File: src/rtl/eq_pkg.sv
// rtl/eq_pkg.sv - shared widths, constants and state type for the equalizer band mixer
package eq_pkg;

  localparam int N_BANDS = 8;
  localparam int IN_W    = 32;
  localparam int GAIN_W  = 16;
  localparam int OUT_W   = 16;
  localparam int SHIFT   = 27;

  localparam int PROD_W  = IN_W + GAIN_W;
  localparam int ACC_W   = IN_W + GAIN_W + $clog2(N_BANDS);
  localparam int BAND_W  = $clog2(N_BANDS);
  localparam int CNT_W   = BAND_W + 1;

  localparam logic [GAIN_W-1:0] GAIN_UNITY = 16'h1000;

  typedef enum logic [1:0] {
    ST_IDLE = 2'd0,
    ST_MAC  = 2'd1,
    ST_OUT  = 2'd2
  } mix_state_e;

endpackage

File: src/rtl/eq_round_sat.sv
// rtl/eq_round_sat.sv - round-half-up and clamp from accumulator width to output width
module eq_round_sat
  import eq_pkg::*;
(
  input  logic signed [ACC_W-1:0] acc_i,
  output logic signed [OUT_W-1:0] y_o,
  output logic                    sat_o
);

  localparam int RW = ACC_W + 1 - SHIFT;
  localparam logic signed [ACC_W:0]   ROUND = (ACC_W+1)'(1) << (SHIFT - 1);
  localparam logic signed [RW-1:0]    R_MAX = RW'((2 ** (OUT_W - 1)) - 1);
  localparam logic signed [RW-1:0]    R_MIN = RW'(-(2 ** (OUT_W - 1)));
  localparam logic signed [OUT_W-1:0] Y_MAX = {1'b0, {(OUT_W-1){1'b1}}};
  localparam logic signed [OUT_W-1:0] Y_MIN = {1'b1, {(OUT_W-1){1'b0}}};

  logic signed [ACC_W:0] biased;
  logic signed [RW-1:0]  r;

  // One guard bit keeps the rounding bias from wrapping at the accumulator extreme.
  always_comb begin
    biased = {acc_i[ACC_W-1], acc_i} + ROUND;
    r      = RW'(biased >>> SHIFT);
    sat_o  = 1'b0;
    y_o    = r[OUT_W-1:0];
    if (r > R_MAX) begin
      y_o   = Y_MAX;
      sat_o = 1'b1;
    end else if (r < R_MIN) begin
      y_o   = Y_MIN;
      sat_o = 1'b1;
    end
  end

endmodule

File: src/rtl/eq_band_mixer.sv
// rtl/eq_band_mixer.sv - per-band gain, time-multiplexed MAC and round/saturate to one audio sample
// Optional peak-magnitude tracker enabled by EQ_MIXER_PEAK_EN.
module eq_band_mixer
  import eq_pkg::*;
(
  input  logic                      clk,
  input  logic                      rst,
  input  logic                      ena,
  input  logic                      in_valid,
  input  logic [N_BANDS*IN_W-1:0]   band_in,
  input  logic                      gain_wr,
  input  logic [2:0]                gain_addr,
  input  logic signed [GAIN_W-1:0]  gain_data,
  output logic                      busy,
  output logic                      out_valid,
  output logic signed [OUT_W-1:0]   y_out,
  output logic                      sat_flag,
`ifdef EQ_MIXER_PEAK_EN
  input  logic                      peak_clr,
  output logic [OUT_W-1:0]          peak_abs,
`endif
  output logic                      overrun
);

  mix_state_e               state_q, state_d;
  logic [CNT_W-1:0]         cnt_q, cnt_d;
  logic signed [ACC_W-1:0]  acc_q, acc_d;
  logic signed [PROD_W-1:0] prod_q, prod_d;
  logic signed [OUT_W-1:0]  y_q, y_d;
  logic                     sat_q, sat_d;
  logic                     vld_q, vld_d;
  logic                     overrun_q;
  logic                     capture;
  logic [N_BANDS-1:0]       wr_hit;
  logic [BAND_W-1:0]        idx;
  logic signed [OUT_W-1:0]  rs_y;
  logic                     rs_sat;

  logic signed [IN_W-1:0]   buf_q    [N_BANDS];
  logic signed [GAIN_W-1:0] shadow_q [N_BANDS];
  logic signed [GAIN_W-1:0] active_q [N_BANDS];

  eq_round_sat u_round_sat (
    .acc_i (acc_q),
    .y_o   (rs_y),
    .sat_o (rs_sat)
  );

  always_comb begin
    for (int i = 0; i < N_BANDS; i++) begin
      wr_hit[i] = gain_wr && (gain_addr == 3'(i));
    end
  end

  assign idx = cnt_q[BAND_W-1:0];

  // Products are registered, so MAC runs one extra drain cycle to fold in the last one.
  always_comb begin
    state_d = state_q;
    cnt_d   = cnt_q;
    acc_d   = acc_q;
    prod_d  = prod_q;
    y_d     = y_q;
    sat_d   = sat_q;
    vld_d   = 1'b0;
    capture = 1'b0;
    case (state_q)
      ST_IDLE: begin
        if (in_valid) begin
          capture = 1'b1;
          state_d = ST_MAC;
          cnt_d   = '0;
          acc_d   = '0;
          prod_d  = '0;
        end
      end
      ST_MAC: begin
        acc_d = acc_q + ACC_W'(prod_q);
        if (cnt_q < CNT_W'(N_BANDS)) begin
          prod_d = PROD_W'(buf_q[idx]) * PROD_W'(active_q[idx]);
        end else begin
          prod_d = '0;
        end
        cnt_d = cnt_q + 1'b1;
        if (cnt_q == CNT_W'(N_BANDS)) begin
          state_d = ST_OUT;
        end
      end
      ST_OUT: begin
        y_d     = rs_y;
        sat_d   = rs_sat;
        vld_d   = 1'b1;
        state_d = ST_IDLE;
      end
      default: state_d = ST_IDLE;
    endcase
    if (!ena) begin
      state_d = ST_IDLE;
      capture = 1'b0;
      y_d     = '0;
      sat_d   = 1'b0;
      vld_d   = 1'b0;
    end
  end

  always_ff @(posedge clk or posedge rst) begin
    if (rst) begin
      state_q   <= ST_IDLE;
      cnt_q     <= '0;
      acc_q     <= '0;
      prod_q    <= '0;
      y_q       <= '0;
      sat_q     <= 1'b0;
      vld_q     <= 1'b0;
      overrun_q <= 1'b0;
      for (int i = 0; i < N_BANDS; i++) begin
        buf_q[i]    <= '0;
        shadow_q[i] <= GAIN_UNITY;
        active_q[i] <= GAIN_UNITY;
      end
    end else begin
      state_q   <= state_d;
      cnt_q     <= cnt_d;
      acc_q     <= acc_d;
      prod_q    <= prod_d;
      y_q       <= y_d;
      sat_q     <= sat_d;
      vld_q     <= vld_d;
      overrun_q <= overrun_q | (in_valid && (state_q != ST_IDLE));
      for (int i = 0; i < N_BANDS; i++) begin
        if (wr_hit[i]) begin
          shadow_q[i] <= gain_data;
        end
        // A write landing on the capture edge bypasses the shadow so this sample sees it.
        if (capture) begin
          buf_q[i]    <= band_in[i*IN_W +: IN_W];
          active_q[i] <= wr_hit[i] ? gain_data : shadow_q[i];
        end
      end
    end
  end

  assign busy      = (state_q != ST_IDLE);
  assign out_valid = vld_q;
  assign y_out     = y_q;
  assign sat_flag  = sat_q;
  assign overrun   = overrun_q;

`ifdef EQ_MIXER_PEAK_EN
  logic [OUT_W-1:0] peak_q;
  logic [OUT_W-1:0] y_abs;

  always_comb begin
    y_abs = y_d;
    if (y_d[OUT_W-1]) begin
      y_abs = (y_d == {1'b1, {(OUT_W-1){1'b0}}}) ? {1'b0, {(OUT_W-1){1'b1}}} : OUT_W'(-y_d);
    end
  end

  always_ff @(posedge clk or posedge rst) begin
    if (rst) begin
      peak_q <= '0;
    end else if (vld_d) begin
      peak_q <= (peak_clr || (y_abs > peak_q)) ? y_abs : peak_q;
    end else if (peak_clr) begin
      peak_q <= '0;
    end
  end

  assign peak_abs = peak_q;
`endif

endmodule

File: config.mk
export PLATFORM = sky130hd
export DESIGN_NAME = eq_band_mixer
export DESIGN_NICKNAME = d
export VERILOG_FILES = /design/src/rtl/eq_pkg.sv /design/src/rtl/eq_round_sat.sv /design/src/rtl/eq_band_mixer.sv
export SDC_FILE = /design/constraint.sdc
export NUM_CORES = 2
export LEC_CHECK = 0
export ABC_AREA = 0
export CAP_MARGIN = 25
export CELL_PAD_IN_SITES_DETAIL_PLACEMENT = 0
export CELL_PAD_IN_SITES_GLOBAL_PLACEMENT = 1
export CORE_ASPECT_RATIO = 0.75
export CORE_UTILIZATION = 43
export DETAILED_ROUTE_END_ITERATION = 12
export PLACE_DENSITY_LB_ADDON = 0.1
export SLEW_MARGIN = 40
export SYNTH_ARGS = -nofsm -noshare
export SYNTH_HDL_FRONTEND = slang
export SYNTH_SLANG_ARGS = --single-unit
File: constraint.sdc
create_clock -name clk -period 23.1 [get_ports clk]
set_input_delay 4.62 -clock clk [delete_from_list [all_inputs] [get_ports clk]]
set_output_delay 4.62 -clock clk [all_outputs]
set_load 0.01 [all_outputs]
* Yosys cells after proc, flatten, opt, wreduce, memory -nomap -nowiden *
Index checks and enable logic that the tools add are counted.

storage, ports and cells
  bits in registers = 636
  bits of input ports = 280
  output and inout bits = 20
  word-level logic and storage cells = 109

operators by class
  multiplexer cells = 38
  order comparisons = 4
  add/subtract/negate cells = 3
  $mul = 1
  eq/ne operators = 14
  bitwise logic cells = 2
  reduce and logical (&&, ||, !) cells = 15

operators with widths
  operator                                                         count
  2-to-1 mux 16 bit                                                14
  one-hot mux 51 bit (2 select lines)                              1
  binary-select mux 32 bit (select 3 bit)                          1
  2-to-1 mux 48 bit                                                2
  one-hot mux 48 bit (2 select lines)                              1
  2-to-1 mux 32 bit                                                2
  adder 51 x 28 -> 52 bit, second input constant                   1
  adder 51 x 48 -> 51 bit                                          1
  2-to-1 mux 51 bit                                                1
  binary-select mux 16 bit (select 3 bit)                          1
  multiplier 32 x 16 -> 48 bit                                     1
  greater-than comparator 25 x 16 -> 1 bit, second input constant  1
  less-than comparator 25 x 16 -> 1 bit, second input constant     1
  == test 3 bit, second input constant                             4
  logical AND 1 bit                                                9
  2-to-1 mux 1 bit                                                 9
  one-hot mux 4 bit (2 select lines)                               1
  == test 3 x 2 -> 1 bit, second input constant                    2
  2-to-1 mux 2 bit                                                 3
  != test 3 bit, second input constant                             2
  adder 4 x 1 -> 4 bit, second input constant                      1
  == test 4 bit, second input constant                             1
  greater-or-equal comparator 4 bit, second input constant         1
  less-than comparator 4 bit, second input constant                1
  13 further kinds                                                 15

* Depth between registers and ports, before layout *
  word-level depth = 7
  gate-level depth with buffers = 32
  depth with buffers taken out = 28

* Cells and area by module *
From an unflattened synthesis, not the netlist that was laid out.

second synthesis, totals
  cells, all modules = 4,967
  area, all modules = 47,217.8 µm²

by module, submodules not included
  module         cells each  area each (µm²)  seq. area each (µm²)  instances
  eq_band_mixer  4,842       46,405.8         15,935.3              1
  eq_round_sat   125         812.0            0.0                   1

* Worst setup path after synthesis *
No wires, ideal clock.

  kind = register to register
  start point = register cnt_q[1]
  end point = register prod_q[44]
  setup slack = 14.871 ns
  period minus slack after synthesis = 8.229 ns
  arrival = 8.100 ns
  stages on the path, launching flop included = 30
  path buffers = 4
  path through = dfrtp_1 > buf_2 > buf_1 > buf_1 > mux4_2 > mux2i_1 > nor2_1 > fa_1 > inv_1 > fa_1 > fa_1 > inv_1 > fa_1 > fa_1 > inv_1 > fa_1 > inv_1 > ha_1 > clkbuf_1 > a21o_1 > o21bai_1 > o2bb2ai_1 > a211oi_4 > o41ai_2 > a31o_1 > o31a_1 > a221o_1 > a21oi_1 > xor2_1 > o21ai_1

between the ends
  word-level cells in the longest chain between the ends = 7
  elaborated cells between the ends (all ways) = 11
  classes of those cells = mul (1); order compare (1); mux (8); bitwise (1)

RTL lines
  what                                                                                                RTL line              text
  start: declaration                                                                                  eq_band_mixer.sv:26   logic [CNT_W-1:0] cnt_q, cnt_d;
  start signal: assignment                                                                            eq_band_mixer.sv:123  cnt_q <= cnt_d;
  inverter 3 -> 4 bit (implied by the code)                                                           eq_band_mixer.sv:80   prod_d = PROD_W'(buf_q[idx]) * PROD_W'(active_q[idx]);
  binary-select mux 32 bit (select 3 bit) or binary-select mux 16 bit (select 3 bit) (tied branches)  eq_band_mixer.sv:80
  2-to-1 mux 32 bit (implied by the code) or 2-to-1 mux 16 bit (tied branches) (2 in series)          eq_band_mixer.sv:80
  multiplier 32 x 16 -> 48 bit                                                                        eq_band_mixer.sv:80
  2-to-1 mux 48 bit (*)                                                                               eq_band_mixer.sv:79   if (cnt_q < CNT_W'(N_BANDS)) begin
  one-hot mux 48 bit (2 select lines) (*)                                                             eq_band_mixer.sv:67   case (state_q)
  end signal: assignment                                                                              eq_band_mixer.sv:125  prod_q <= prod_d;
  end: declaration                                                                                    eq_band_mixer.sv:28   logic signed [PROD_W-1:0] prod_q, prod_d;

Mark *: on every way between the ends. The rest lies on a longest branch, timed or not. The select of a mux whose other input is x is not followed.
A chain may end at the register's enable or synchronous reset.

* Final worst setup path *
  start point = register cnt_q[0]
  end point = register prod_q[46]

The elaborated chain is that of the path after synthesis.

==> flow_summary.toml <==
[floorplan]
fp-row-count = 104
die_w_um = 382.9
ios = 300
die_area_um2 = 110200
start_util_pct = 43.48
core-area_um2 = 107600
die_h_um = 287.7

[sta]
finalWorstSetupSlack_ns = 13.10
finalClockSkew_ns = 0.04896
timing.fmax_mhz = 100.0
maxSlewViolCount = 0
hold_viol_final = 0
fin_crit_sh_pct = 43.29
tns_ns = 0
worst_slew_pin_slew_ns = 0.9163
period_minus_slack_ns = 10.00
rsz0062_at_grt = "false"
finalSetupViolCount = 0
relSlewSlack_pct = 37.17

[cts]
cts_hold_buffers = 0
numCtsBuffers = 71
clk_latency_ns = 0.66
cts_buffer_depth = 3
cts.clk_slew.worst_paths_ns = 0.06
postCtsSetupBuffers = 0
cts_tree = "built"
cts-resized-gates = 0
cts_sinks = 636
cts-root-buf = "clkbuf_16"
clock_tree.htree_level_count = 3

[status]
failed_checks = "DRC"
outcome = "finished, violations left"

[grt]
antenna_found_initial = 14
grt_pass1_wl_mm = 208.3
grt_pass1_vias = 34972
grt_usage_pct = 24.60
overflow = 0
grt_max_degree = 179

[synth]
synthesis.area_per_instance_um2 = 9.503
synth.net_count = 5858
synth_area_um2 = 46790
yosysSeqAreaShare_pct = 34.05
ys_ff_latch = 636
synth_ff_type = "dfrtp_1"
synth-edff-count = 0
synth_top_area_share_pct = 33.16
yosys.cell_types.count = 65
synthArstFlopShare_pct = 100.0
synth_area_leaders = "dfrtp_1, fa_1, nand2_1"
synth_top_cell_by_area = "dfrtp_1"
yosysWarningCount = 0
synthCells = 4924

[setup_path]
endpoint_kind = "register"
critPathKind = "register to register"
worst_ep_required_time_ns = 23.57
rr_worst_depth = 27
crit_path_max_fanout = 37
crit_arrival_ns = 10.47
crit_path_start_kind = "register"

[drt]
route.detailed.drc = 12
viasPerCell = 5.068
antenna_left = 0
dr.pass1.iters = 9
wl_per_cell_um = 19.82
vias = 33512
drt_wl_total_mm = 131.1
drt_iter0_drc = 2294

[final_layout]
area_delta_synth_final_pct = 14.93
n_fill_cell = 10233
final_cell_mix = "nand2_1, dfrtp_1, inv_1, fa_1, clkdlybuf4s50_1"
multi_input_area_um2 = 27930
drive_above_1_share_pct = 9.467
mostFrequentLayoutCell = "nand2_1"
utilization_pct = 49.97
nNetsFinal = 6059
area.sequential_um2 = 15950

[placed_design]
io_buffers = 299
dp_hpwl_mm = 96.27
gp_congestion = 0.8641
pre_cts_ws_ns = 13.00

[min_path]
hp-class = "register to register"
holdPathStages = 1

[job]
cap_violations = 0
==> worst max-delay path, cell delays in order (launching register included) <==
cell	delay, ns
dfrtp_4	0.90
buf_4	0.73
buf_4	0.63
mux4_2	0.60
mux2i_1	0.65
nor2_1	0.14
fa_1	0.56
inv_1	0.05
fa_1	0.50
fa_1	0.52
inv_1	0.05
fa_1	0.47
fa_1	0.54
inv_1	0.05
fa_1	0.52
inv_1	0.04
ha_1	0.35
nand3_1	0.15
a211o_1	0.30
o22ai_2	0.25
a211oi_4	0.13
o41ai_2	0.58
a21boi_1	0.18
a21oi_1	0.31
nand3_1	0.12
a31oi_1	0.18
xnor2_1	0.13
o21ai_0	0.08
==> logic make-up (layout without fill, tap and decap cells) <==
group | Yosys count | in the layout | synth area share (%)
xor gates and xnor gates | 112 | 112 | 2.096
buffers and inverters | 827 | 1079 | 6.645
muxes | 299 | 299 | 9.409
DFF | 636 | 636 | 34.05
adders and majority gates | 654 | 654 | 25.30
AOI/OAI and AO/OA | 420 | 420 | 5.722
other | 0 | 5 | 0
and+or+nand+nor | 1976 | 1976 | 16.77
==> worst paths after layout <==
kind | startpoint | to | slack [ns]
worst min-delay path | overrun | overrun | 0.45
worst min register to register | overrun | overrun | 0.45
max in group asynchronous | rst | buf_q[119] | 15.16
worst max-delay path | cnt_q[0] | prod_q[46] | 13.10
worst max register to register | cnt_q[0] | prod_q[46] | 13.10
min in group asynchronous | rst | active_q[13] | 4.53
==> synth_stat cells (all sizes together), types with 7 or more instances <==
library cell,instances
nand3,23
nor2b,25
inv,606
nor3,16
nand2,1559
a22o,28
mux2i,36
o21bai,26
and2,21
o211ai,7
o31ai,9
dfrtp,620
a21oi,92
mux4,96
xnor2,65
o21ai,137
a31oi,17
dfstp,16
nor2,236
mux2,167
nand2b,35
xor2,47
a21o,50
or2,14
o21a,13
fa,487
a211oi,10
ha,167
and3,17
buf,23
nand4,13
clkbuf,198
==> flip-flops by register name, summed over array words and instances, names as in the netlist <==
| signal | flops |
|---|---|
| active_q | 128 |
| out_valid | 1 |
| state_q | 2 |
| acc_q | 51 |
| cnt_q | 4 |
| shadow_q | 128 |
| y_out | 16 |
| overrun | 1 |
| prod_q | 48 |
| sat_flag | 1 |
| buf_q | 256 |
==> per-stage QoR <==
stage                     hold WS, ns  cells  instance area, um^2
after detailed placement       0.4445   6483                51430
after global placement         0.4470   6480                51280
after global routing           0.4710   6608                53770
final                          0.4504   6612                53780
after CTS                      0.4579   6607                53740
after floorplan                0.4370   4924                46790
==> cell type report <==
type	count	share of cell area (%)
diodes	5	0.02327
clock buffers	102	3.818
clock inverters	22	0.4839
inverters	606	4.253
multi-input cells	3461	51.94
flip-flops and latches	636	29.65
well taps	1431	3.329
repair buffers	349	6.498
==> per-layer routing <==
| layer | up-vias | part of all wire [%] | track usage, % | wire [um] |
|---|---|---|---|---|
| met3 | 132 | 6.2 | 5.001 | 8132 |
| met4 | 16 | 1.6 | 4.550 | 2035 |
| met5 | - | 0.088 | 0 | 115 |
| met2 | 837 | 42 | 35.68 | 55050 |
| met1 | 16673 | 50 | 38.04 | 65730 |
| li1 | 15854 | - | - | - |
Power is not shown: default switching activity piles up to over one toggle a cycle in this logic, so the estimate is an artifact.
